===== src/rtl/xif_mem_responder_if.sv =====
// Bundle of the XIF memory request/result channel and the OBI data-bus port.
// The slave modport is the responder's view and the master modport is the view of everything around it.
interface xif_mem_responder_if #(
    parameter int unsigned X_ID_WIDTH  = 4,
    parameter int unsigned X_MEM_WIDTH = 32
);
    // XIF memory request
    logic                     mem_valid;
    logic                     mem_ready;
    logic [X_ID_WIDTH-1:0]    mem_req_id;
    logic [31:0]              mem_req_addr;
    logic                     mem_req_we;
    logic [2:0]               mem_req_size;
    logic [X_MEM_WIDTH/8-1:0] mem_req_be;
    logic [X_MEM_WIDTH-1:0]   mem_req_wdata;
    logic                     mem_resp_exc;
    logic [5:0]               mem_resp_exccode;
    // XIF memory result
    logic                     mem_result_valid;
    logic [X_ID_WIDTH-1:0]    mem_result_id;
    logic [X_MEM_WIDTH-1:0]   mem_result_rdata;
    logic                     mem_result_err;
    // OBI data bus
    logic                     obi_req;
    logic                     obi_gnt;
    logic [31:0]              obi_addr;
    logic                     obi_we;
    logic [X_MEM_WIDTH/8-1:0] obi_be;
    logic [X_MEM_WIDTH-1:0]   obi_wdata;
    logic                     obi_rvalid;
    logic [X_MEM_WIDTH-1:0]   obi_rdata;
    logic                     obi_err;

    modport slave (
        input  mem_valid, mem_req_id, mem_req_addr, mem_req_we, mem_req_size,
               mem_req_be, mem_req_wdata,
        output mem_ready, mem_resp_exc, mem_resp_exccode,
        output mem_result_valid, mem_result_id, mem_result_rdata, mem_result_err,
        output obi_req, obi_addr, obi_we, obi_be, obi_wdata,
        input  obi_gnt, obi_rvalid, obi_rdata, obi_err
    );

    modport master (
        output mem_valid, mem_req_id, mem_req_addr, mem_req_we, mem_req_size,
               mem_req_be, mem_req_wdata,
        input  mem_ready, mem_resp_exc, mem_resp_exccode,
        input  mem_result_valid, mem_result_id, mem_result_rdata, mem_result_err,
        input  obi_req, obi_addr, obi_we, obi_be, obi_wdata,
        output obi_gnt, obi_rvalid, obi_rdata, obi_err
    );
endinterface


===== src/rtl/xif_mem_responder.sv =====
// Takes one XIF memory request, rejects it if it is misaligned, and otherwise performs it as a single OBI transaction.
// The outcome is reported as a one-cycle mem_result strobe. Only one request is outstanding at a time.
module xif_mem_responder #(
    parameter int unsigned X_ID_WIDTH     = 4,
    parameter int unsigned X_MEM_WIDTH    = 32,
    parameter int unsigned TIMEOUT_CYCLES = 64
) (
    input  logic                clk_i,
    input  logic                rst_ni,
    xif_mem_responder_if.slave  bus
);
    localparam int unsigned BE_W      = X_MEM_WIDTH / 8;
    localparam int unsigned CNT_W     = (TIMEOUT_CYCLES > 2) ? $clog2(TIMEOUT_CYCLES) : 1;
    localparam logic [31:0] ADDR_MASK = ~(32'(BE_W) - 32'd1);

    typedef enum logic [1:0] {IDLE, REQ, WAIT_R, RESULT} state_e;

    state_e                 state_q, state_d;
    logic [CNT_W-1:0]       cnt_q, cnt_d;
    logic [X_ID_WIDTH-1:0]  id_q, id_d;
    logic [31:0]            addr_q, addr_d;
    logic                   we_q, we_d;
    logic [BE_W-1:0]        be_q, be_d;
    logic [X_MEM_WIDTH-1:0] wdata_q, wdata_d;
    logic [X_MEM_WIDTH-1:0] rdata_q, rdata_d;
    logic                   err_q, err_d;
    logic                   ready_q, ready_d;
    logic                   req_q, req_d;
    logic                   result_valid_q, result_valid_d;

    logic                   accept;
    logic                   misaligned;
    logic                   exc;
    logic [5:0]             exccode;

    always_comb begin
        accept     = bus.mem_valid && ready_q;
        misaligned = (bus.mem_req_size == 3'd1 && bus.mem_req_addr[0])
                  || (bus.mem_req_size == 3'd2 && bus.mem_req_addr[1:0] != 2'b00)
                  || (bus.mem_req_size > 3'd2);
        exc        = accept && misaligned;
        exccode    = exc ? (bus.mem_req_we ? 6'd6 : 6'd4) : 6'd0;

        state_d = state_q;
        cnt_d   = cnt_q;
        id_d    = id_q;
        addr_d  = addr_q;
        we_d    = we_q;
        be_d    = be_q;
        wdata_d = wdata_q;
        rdata_d = rdata_q;
        err_d   = err_q;

        case (state_q)
            IDLE: begin
                if (accept && !misaligned) begin
                    id_d    = bus.mem_req_id;
                    addr_d  = bus.mem_req_addr & ADDR_MASK;
                    we_d    = bus.mem_req_we;
                    be_d    = bus.mem_req_be;
                    wdata_d = bus.mem_req_wdata;
                    state_d = REQ;
                end
            end
            REQ: begin
                if (bus.obi_gnt) begin
                    cnt_d   = '0;
                    state_d = WAIT_R;
                end
            end
            WAIT_R: begin
                cnt_d = cnt_q + CNT_W'(1);
                // rvalid takes priority over a timeout expiring in the same cycle
                if (bus.obi_rvalid) begin
                    rdata_d = we_q ? '0 : bus.obi_rdata;
                    err_d   = bus.obi_err;
                    state_d = RESULT;
                end else if (cnt_q == CNT_W'(TIMEOUT_CYCLES - 2)) begin
                    rdata_d = '0;
                    err_d   = 1'b1;
                    state_d = RESULT;
                end
            end
            RESULT: begin
                state_d = IDLE;
            end
            default: begin
                state_d = IDLE;
            end
        endcase

        // Handshake outputs are registered copies of the next-state decode
        ready_d        = (state_d == IDLE);
        req_d          = (state_d == REQ);
        result_valid_d = (state_d == RESULT);
    end

    always_ff @(posedge clk_i or negedge rst_ni) begin
        if (!rst_ni) begin
            state_q        <= IDLE;
            cnt_q          <= '0;
            id_q           <= '0;
            addr_q         <= '0;
            we_q           <= 1'b0;
            be_q           <= '0;
            wdata_q        <= '0;
            rdata_q        <= '0;
            err_q          <= 1'b0;
            ready_q        <= 1'b1;
            req_q          <= 1'b0;
            result_valid_q <= 1'b0;
        end else begin
            state_q        <= state_d;
            cnt_q          <= cnt_d;
            id_q           <= id_d;
            addr_q         <= addr_d;
            we_q           <= we_d;
            be_q           <= be_d;
            wdata_q        <= wdata_d;
            rdata_q        <= rdata_d;
            err_q          <= err_d;
            ready_q        <= ready_d;
            req_q          <= req_d;
            result_valid_q <= result_valid_d;
        end
    end

    assign bus.mem_ready        = ready_q;
    assign bus.mem_resp_exc     = exc;
    assign bus.mem_resp_exccode = exccode;
    assign bus.mem_result_valid = result_valid_q;
    assign bus.mem_result_id    = id_q;
    assign bus.mem_result_rdata = rdata_q;
    assign bus.mem_result_err   = err_q;
    assign bus.obi_req          = req_q;
    assign bus.obi_addr         = addr_q;
    assign bus.obi_we           = we_q;
    assign bus.obi_be           = be_q;
    assign bus.obi_wdata        = wdata_q;
endmodule


===== src/flat_wrapper.sv =====
// flat-port wrapper written by rule: the top's interface ports become plain ports
module xif_mem_responder_flat 
#(
    parameter int unsigned X_ID_WIDTH     = 4,
    parameter int unsigned X_MEM_WIDTH    = 32,
    parameter int unsigned TIMEOUT_CYCLES = 64
)
  (clk_i, rst_ni, bus_mem_valid, bus_mem_req_id, bus_mem_req_addr, bus_mem_req_we, bus_mem_req_size, bus_mem_req_be, bus_mem_req_wdata, bus_mem_ready, bus_mem_resp_exc, bus_mem_resp_exccode, bus_mem_result_valid, bus_mem_result_id, bus_mem_result_rdata, bus_mem_result_err, bus_obi_req, bus_obi_addr, bus_obi_we, bus_obi_be, bus_obi_wdata, bus_obi_gnt, bus_obi_rvalid, bus_obi_rdata, bus_obi_err);
  xif_mem_responder_if #(.X_ID_WIDTH(X_ID_WIDTH), .X_MEM_WIDTH(X_MEM_WIDTH)) bus_i ();
  input  logic clk_i;
  input  logic rst_ni;
  input wire logic [$bits(bus_i.mem_valid)-1:0] bus_mem_valid;
  input wire logic [$bits(bus_i.mem_req_id)-1:0] bus_mem_req_id;
  input wire logic [$bits(bus_i.mem_req_addr)-1:0] bus_mem_req_addr;
  input wire logic [$bits(bus_i.mem_req_we)-1:0] bus_mem_req_we;
  input wire logic [$bits(bus_i.mem_req_size)-1:0] bus_mem_req_size;
  input wire logic [$bits(bus_i.mem_req_be)-1:0] bus_mem_req_be;
  input wire logic [$bits(bus_i.mem_req_wdata)-1:0] bus_mem_req_wdata;
  output wire logic [$bits(bus_i.mem_ready)-1:0] bus_mem_ready;
  output wire logic [$bits(bus_i.mem_resp_exc)-1:0] bus_mem_resp_exc;
  output wire logic [$bits(bus_i.mem_resp_exccode)-1:0] bus_mem_resp_exccode;
  output wire logic [$bits(bus_i.mem_result_valid)-1:0] bus_mem_result_valid;
  output wire logic [$bits(bus_i.mem_result_id)-1:0] bus_mem_result_id;
  output wire logic [$bits(bus_i.mem_result_rdata)-1:0] bus_mem_result_rdata;
  output wire logic [$bits(bus_i.mem_result_err)-1:0] bus_mem_result_err;
  output wire logic [$bits(bus_i.obi_req)-1:0] bus_obi_req;
  output wire logic [$bits(bus_i.obi_addr)-1:0] bus_obi_addr;
  output wire logic [$bits(bus_i.obi_we)-1:0] bus_obi_we;
  output wire logic [$bits(bus_i.obi_be)-1:0] bus_obi_be;
  output wire logic [$bits(bus_i.obi_wdata)-1:0] bus_obi_wdata;
  input wire logic [$bits(bus_i.obi_gnt)-1:0] bus_obi_gnt;
  input wire logic [$bits(bus_i.obi_rvalid)-1:0] bus_obi_rvalid;
  input wire logic [$bits(bus_i.obi_rdata)-1:0] bus_obi_rdata;
  input wire logic [$bits(bus_i.obi_err)-1:0] bus_obi_err;
  assign bus_i.mem_valid = bus_mem_valid;
  assign bus_i.mem_req_id = bus_mem_req_id;
  assign bus_i.mem_req_addr = bus_mem_req_addr;
  assign bus_i.mem_req_we = bus_mem_req_we;
  assign bus_i.mem_req_size = bus_mem_req_size;
  assign bus_i.mem_req_be = bus_mem_req_be;
  assign bus_i.mem_req_wdata = bus_mem_req_wdata;
  assign bus_mem_ready = bus_i.mem_ready;
  assign bus_mem_resp_exc = bus_i.mem_resp_exc;
  assign bus_mem_resp_exccode = bus_i.mem_resp_exccode;
  assign bus_mem_result_valid = bus_i.mem_result_valid;
  assign bus_mem_result_id = bus_i.mem_result_id;
  assign bus_mem_result_rdata = bus_i.mem_result_rdata;
  assign bus_mem_result_err = bus_i.mem_result_err;
  assign bus_obi_req = bus_i.obi_req;
  assign bus_obi_addr = bus_i.obi_addr;
  assign bus_obi_we = bus_i.obi_we;
  assign bus_obi_be = bus_i.obi_be;
  assign bus_obi_wdata = bus_i.obi_wdata;
  assign bus_i.obi_gnt = bus_obi_gnt;
  assign bus_i.obi_rvalid = bus_obi_rvalid;
  assign bus_i.obi_rdata = bus_obi_rdata;
  assign bus_i.obi_err = bus_obi_err;
  xif_mem_responder #(.X_ID_WIDTH(X_ID_WIDTH), .X_MEM_WIDTH(X_MEM_WIDTH), .TIMEOUT_CYCLES(TIMEOUT_CYCLES)) u_core (.clk_i(clk_i), .rst_ni(rst_ni), .bus(bus_i));
endmodule

===== config.mk =====
export PLATFORM = sky130hd
export DESIGN_NAME = xif_mem_responder_flat
export DESIGN_NICKNAME = d
export VERILOG_FILES = /design/src/rtl/xif_mem_responder_if.sv /design/src/rtl/xif_mem_responder.sv /design/src/flat_wrapper.sv
export SDC_FILE = /design/constraint.sdc
export NUM_CORES = 1
export LEC_CHECK = 0
export ABC_AREA = 1
export ABC_CLOCK_PERIOD_IN_PS = 1900
export CAP_MARGIN = 30
export CORE_UTILIZATION = 30
export CTS_CLUSTER_SIZE = 12
export DETAILED_ROUTE_END_ITERATION = 10
export GPL_TIMING_DRIVEN = 0
export HOLD_SLACK_MARGIN = 0.06
export PLACE_DENSITY = 0.72
export RECOVER_POWER = 25
export REMOVE_ABC_BUFFERS = 1
export SLEW_MARGIN = 15
export SYNTH_ARGS = -nofsm -noshare
export SYNTH_HDL_FRONTEND = slang
export SYNTH_SLANG_ARGS = --single-unit

===== constraint.sdc =====
create_clock -name clk_i -period 1.9 [get_ports clk_i]
set_input_delay 0.285 -clock clk_i [delete_from_list [all_inputs] [get_ports clk_i]]
set_output_delay 0.285 -clock clk_i [all_outputs]
set_load 0.1 [all_outputs]

==> impl_metrics.tcl <==
set metrics [dict create \
    drc_errors 0 \
    grt_pass1_vias 4112 \
    final_max_slew_viol_count 0 \
    start_util_pct 30.5 \
    routed_wl_mm 14.2 \
    cts_buffers 17 \
    vias_per_cell 4.34 \
    skew_ns 0.00856 \
    htreeDepth 4 \
    ctsRootBufferMaster "clkbuf_16" \
    hold_viol_final 0 \
    area_delta_synth_final_pct 57.4 \
    seq_area_um2 2880 \
    yosysSeqAreaShare_pct 59.6 \
    drt_iter0_drc 160 \
    synth-edff-count 0 \
    max_stage_delay_ns 0.83 \
    antenna_found_initial 0 \
    core_area_um2 15800 \
    cp-end-kind "output pin" \
    grt_max_degree 66 \
    synth_top_area_share_pct 59.1 \
    wire_per_inst_um 14.5 \
    worst_pin_slew_ns 0.979 \
    synthCells 528 \
    nets 869 \
    synth_seq_cells 115 \
    dp_hpwl_mm 8.81 \
    status "completed" \
    synth_largest_area_cell "dfrtp_1" \
    synth.distinct_cells 27 \
    drt_pass1_iterations 4 \
    gp_congestion 0.739 \
    hold_path.class "in -> async" \
    yosysWarnings 0 \
    diodes 0 \
    clock_sinks 115 \
    ios 230 \
    relSlewSlack_pct 35.0 \
    synth_area_leaders "dfrtp_1 59%, nand2_1 23%, buf_6 3.5%" \
    n_fill_cell 1487 \
    synth.avg_cell_area_um2 9.15 \
    fmax_ghz 0.537 \
    path_max_fanout 2 \
    path_clk_slew_ns 0.05 \
    die_width_um 129 \
    path_delay_family "buffers and inverters" \
    ant_nets 0 \
    grt_pass1_wl_mm 21.7 \
    cpMaxStageDelayCell "clkdlybuf4s15_1" \
    path_buf_inv 1 \
    worstSetupPathType "reg -> out" \
    tritoncts "done" \
    crit_chain "clkdlybuf4s15_1" \
    core.rowCount 46 \
    r2r_end "u_core.bus.obi_wdata[1]" \
    r2r_cells 7 \
    cp_data_arrival_time_ns 1.58 \
    grt-ovfl-total 0 \
    finalSetupViolations 0 \
    clock_latency_ns 0.41 \
    drv_cap 0 \
    clk_path_buf_depth 2 \
    fin_crit_sh_pct 98.1 \
    rsz0062_at_grt "no" \
    cp_data_required_time_ns 1.62 \
    syn-cell-area_um2 4830 \
    layout-drive-gt1-share_pct 21.0 \
    synth_flop_cell "dfrtp_1" \
    die_h_um 129 \
    grt_usage_pct 17.5 \
    port-buffer-count 223 \
    timing.final.crit_period_ns 1.86 \
    ff2ff_setup_slack_ns 0.16 \
    die_area_um2 16600 \
    async_flop_share_pct 100 \
    worst_r2r_startpoint "u_core.bus.mem_ready" \
    start_kind "flip-flop" \
    final_util_pct 48.0 \
    num_vias 4264 \
    multi_input_area_um2 1680 \
]
## synth_stat cells (2+ instances only)
cell type	n
buf_4	8
inv_2	4
buf_8	2
ha_1	2
nand2_4	2
nor2_4	3
nor2_1	11
o21ai_0	5
nand3_1	31
buf_6	15
nand2_1	293
buf_2	4
inv_1	12
dfrtp_1	114
nand3_2	10
## through the flow
step | cells | TNS (ns) | area, µm² | hold WS (ns) | worst slack, ns
2_1_floorplan | 502 | -108.03 | 4540 | -0.0106 | -1.89
3_3_place_gp | 941 | -679.72 | 7040 | 0.461 | -4.16
5_1_grt | 982 | 0 | 7600 | 0.406 | 0.000352
6_report | 982 | 0 | 7600 | 0.392 | 0.0369
4_1_cts | 981 | -0.000328 | 7830 | 0.383 | -0.000328
3_5_place_dp | 944 | -59.15 | 7130 | 0.264 | -0.919
## placed cells by master, fill, tap and decap left out, types with 7 or more instances in the layout
cell,Yosys,routed
nand2_1,293,290
dfrtp_1,114,114
clkdlybuf4s50_1,0,111
clkbuf_2,0,52
clkdlybuf4s15_2,0,38
nand3_1,31,31
clkbuf_16,0,17
clkdlybuf4s15_1,0,17
inv_1,12,14
nand3_2,10,11
nor2_1,11,8
clkinvlp_4,0,7
## final cells by class
type / instances / area share (%)
clock buffer: 19 / 5.83
clock inverter: 13 / 1.79
inverter: 16 / 1.00
multi-input combinational: 374 / 22.1
sequential: 115 / 37.9
tap: 216 / 3.55
timing repair buffer: 228 / 27.7
timing repair inverter: 1 / 0.214
## logic make-up (layout without fill, tap and decap cells)
kind of cell / count (synthesis) / in the layout / share of synthesized area (%)
buf+inv: 47 / 277 / 7.72
other cells: 1 / 6 / 0.0776
compound gates: 8 / 9 / 1.09
fa+ha+maj: 2 / 2 / 0.518
flops: 115 / 115 / 59.6
simple gates: 355 / 357 / 31.0
## how the worst max path moves through the flow
stage | startpoint | end | slack [ns] | cells after the start
2_1_floorplan | u_core.bus.mem_ready | bus_mem_resp_exc | -1.89 | 2
3_3_place_gp | rst_ni | u_core.bus.obi_wdata[10] | -4.16 | 1
3_5_place_dp | bus_mem_valid | u_core.bus.obi_wdata[25] | -0.92 | 8
4_1_cts | u_core.bus.mem_ready | bus_mem_resp_exccode[1] | -0.0003 | 3
5_1_grt | u_core.bus.mem_result_rdata[7] | bus_mem_result_rdata[7] | 0.0004 | 1
6_report | u_core.bus.mem_result_rdata[29] | bus_mem_result_rdata[29] | 0.04 | 1
## layer usage
| layer | routed length [µm] | GRT usage, % | part of all wire, % |
|---|---|---|---|
| met4 | 179 | 6.44 | 1.3 |
| met1 | 6050 | 20.8 | 43 |
| met3 | 1180 | 6.65 | 8.3 |
| met2 | 6790 | 28.8 | 48 |
| met5 | 0 | 0 | 0 |
## what timing repair did
item,in CTS,in global routing
cloned,4,0
pin swaps,2,4
buffers inserted,0,1
endpoints found under the setup margin,182,96
endpoints found under the hold margin,49,0
resized for setup,277,67
hold buffers,1,0
## sequential cells by signal (all words and copies together), names as in the netlist
signal                       flops
u_core.bus.mem_result_id         4
u_core.state_q                   2
u_core.cnt_q                     6
u_core.bus.obi_wdata            32
u_core.bus.obi_addr             30
u_core.bus.mem_result_valid      1
u_core.bus.obi_req               1
u_core.bus.mem_result_rdata     32
u_core.bus.mem_result_err        1
u_core.bus.obi_we                1
u_core.bus.mem_ready             1
u_core.bus.obi_be                4
Power is left out: the tool's default activity adds up to more than one toggle a clock period on the data nets, which glitch-free logic cannot reach.
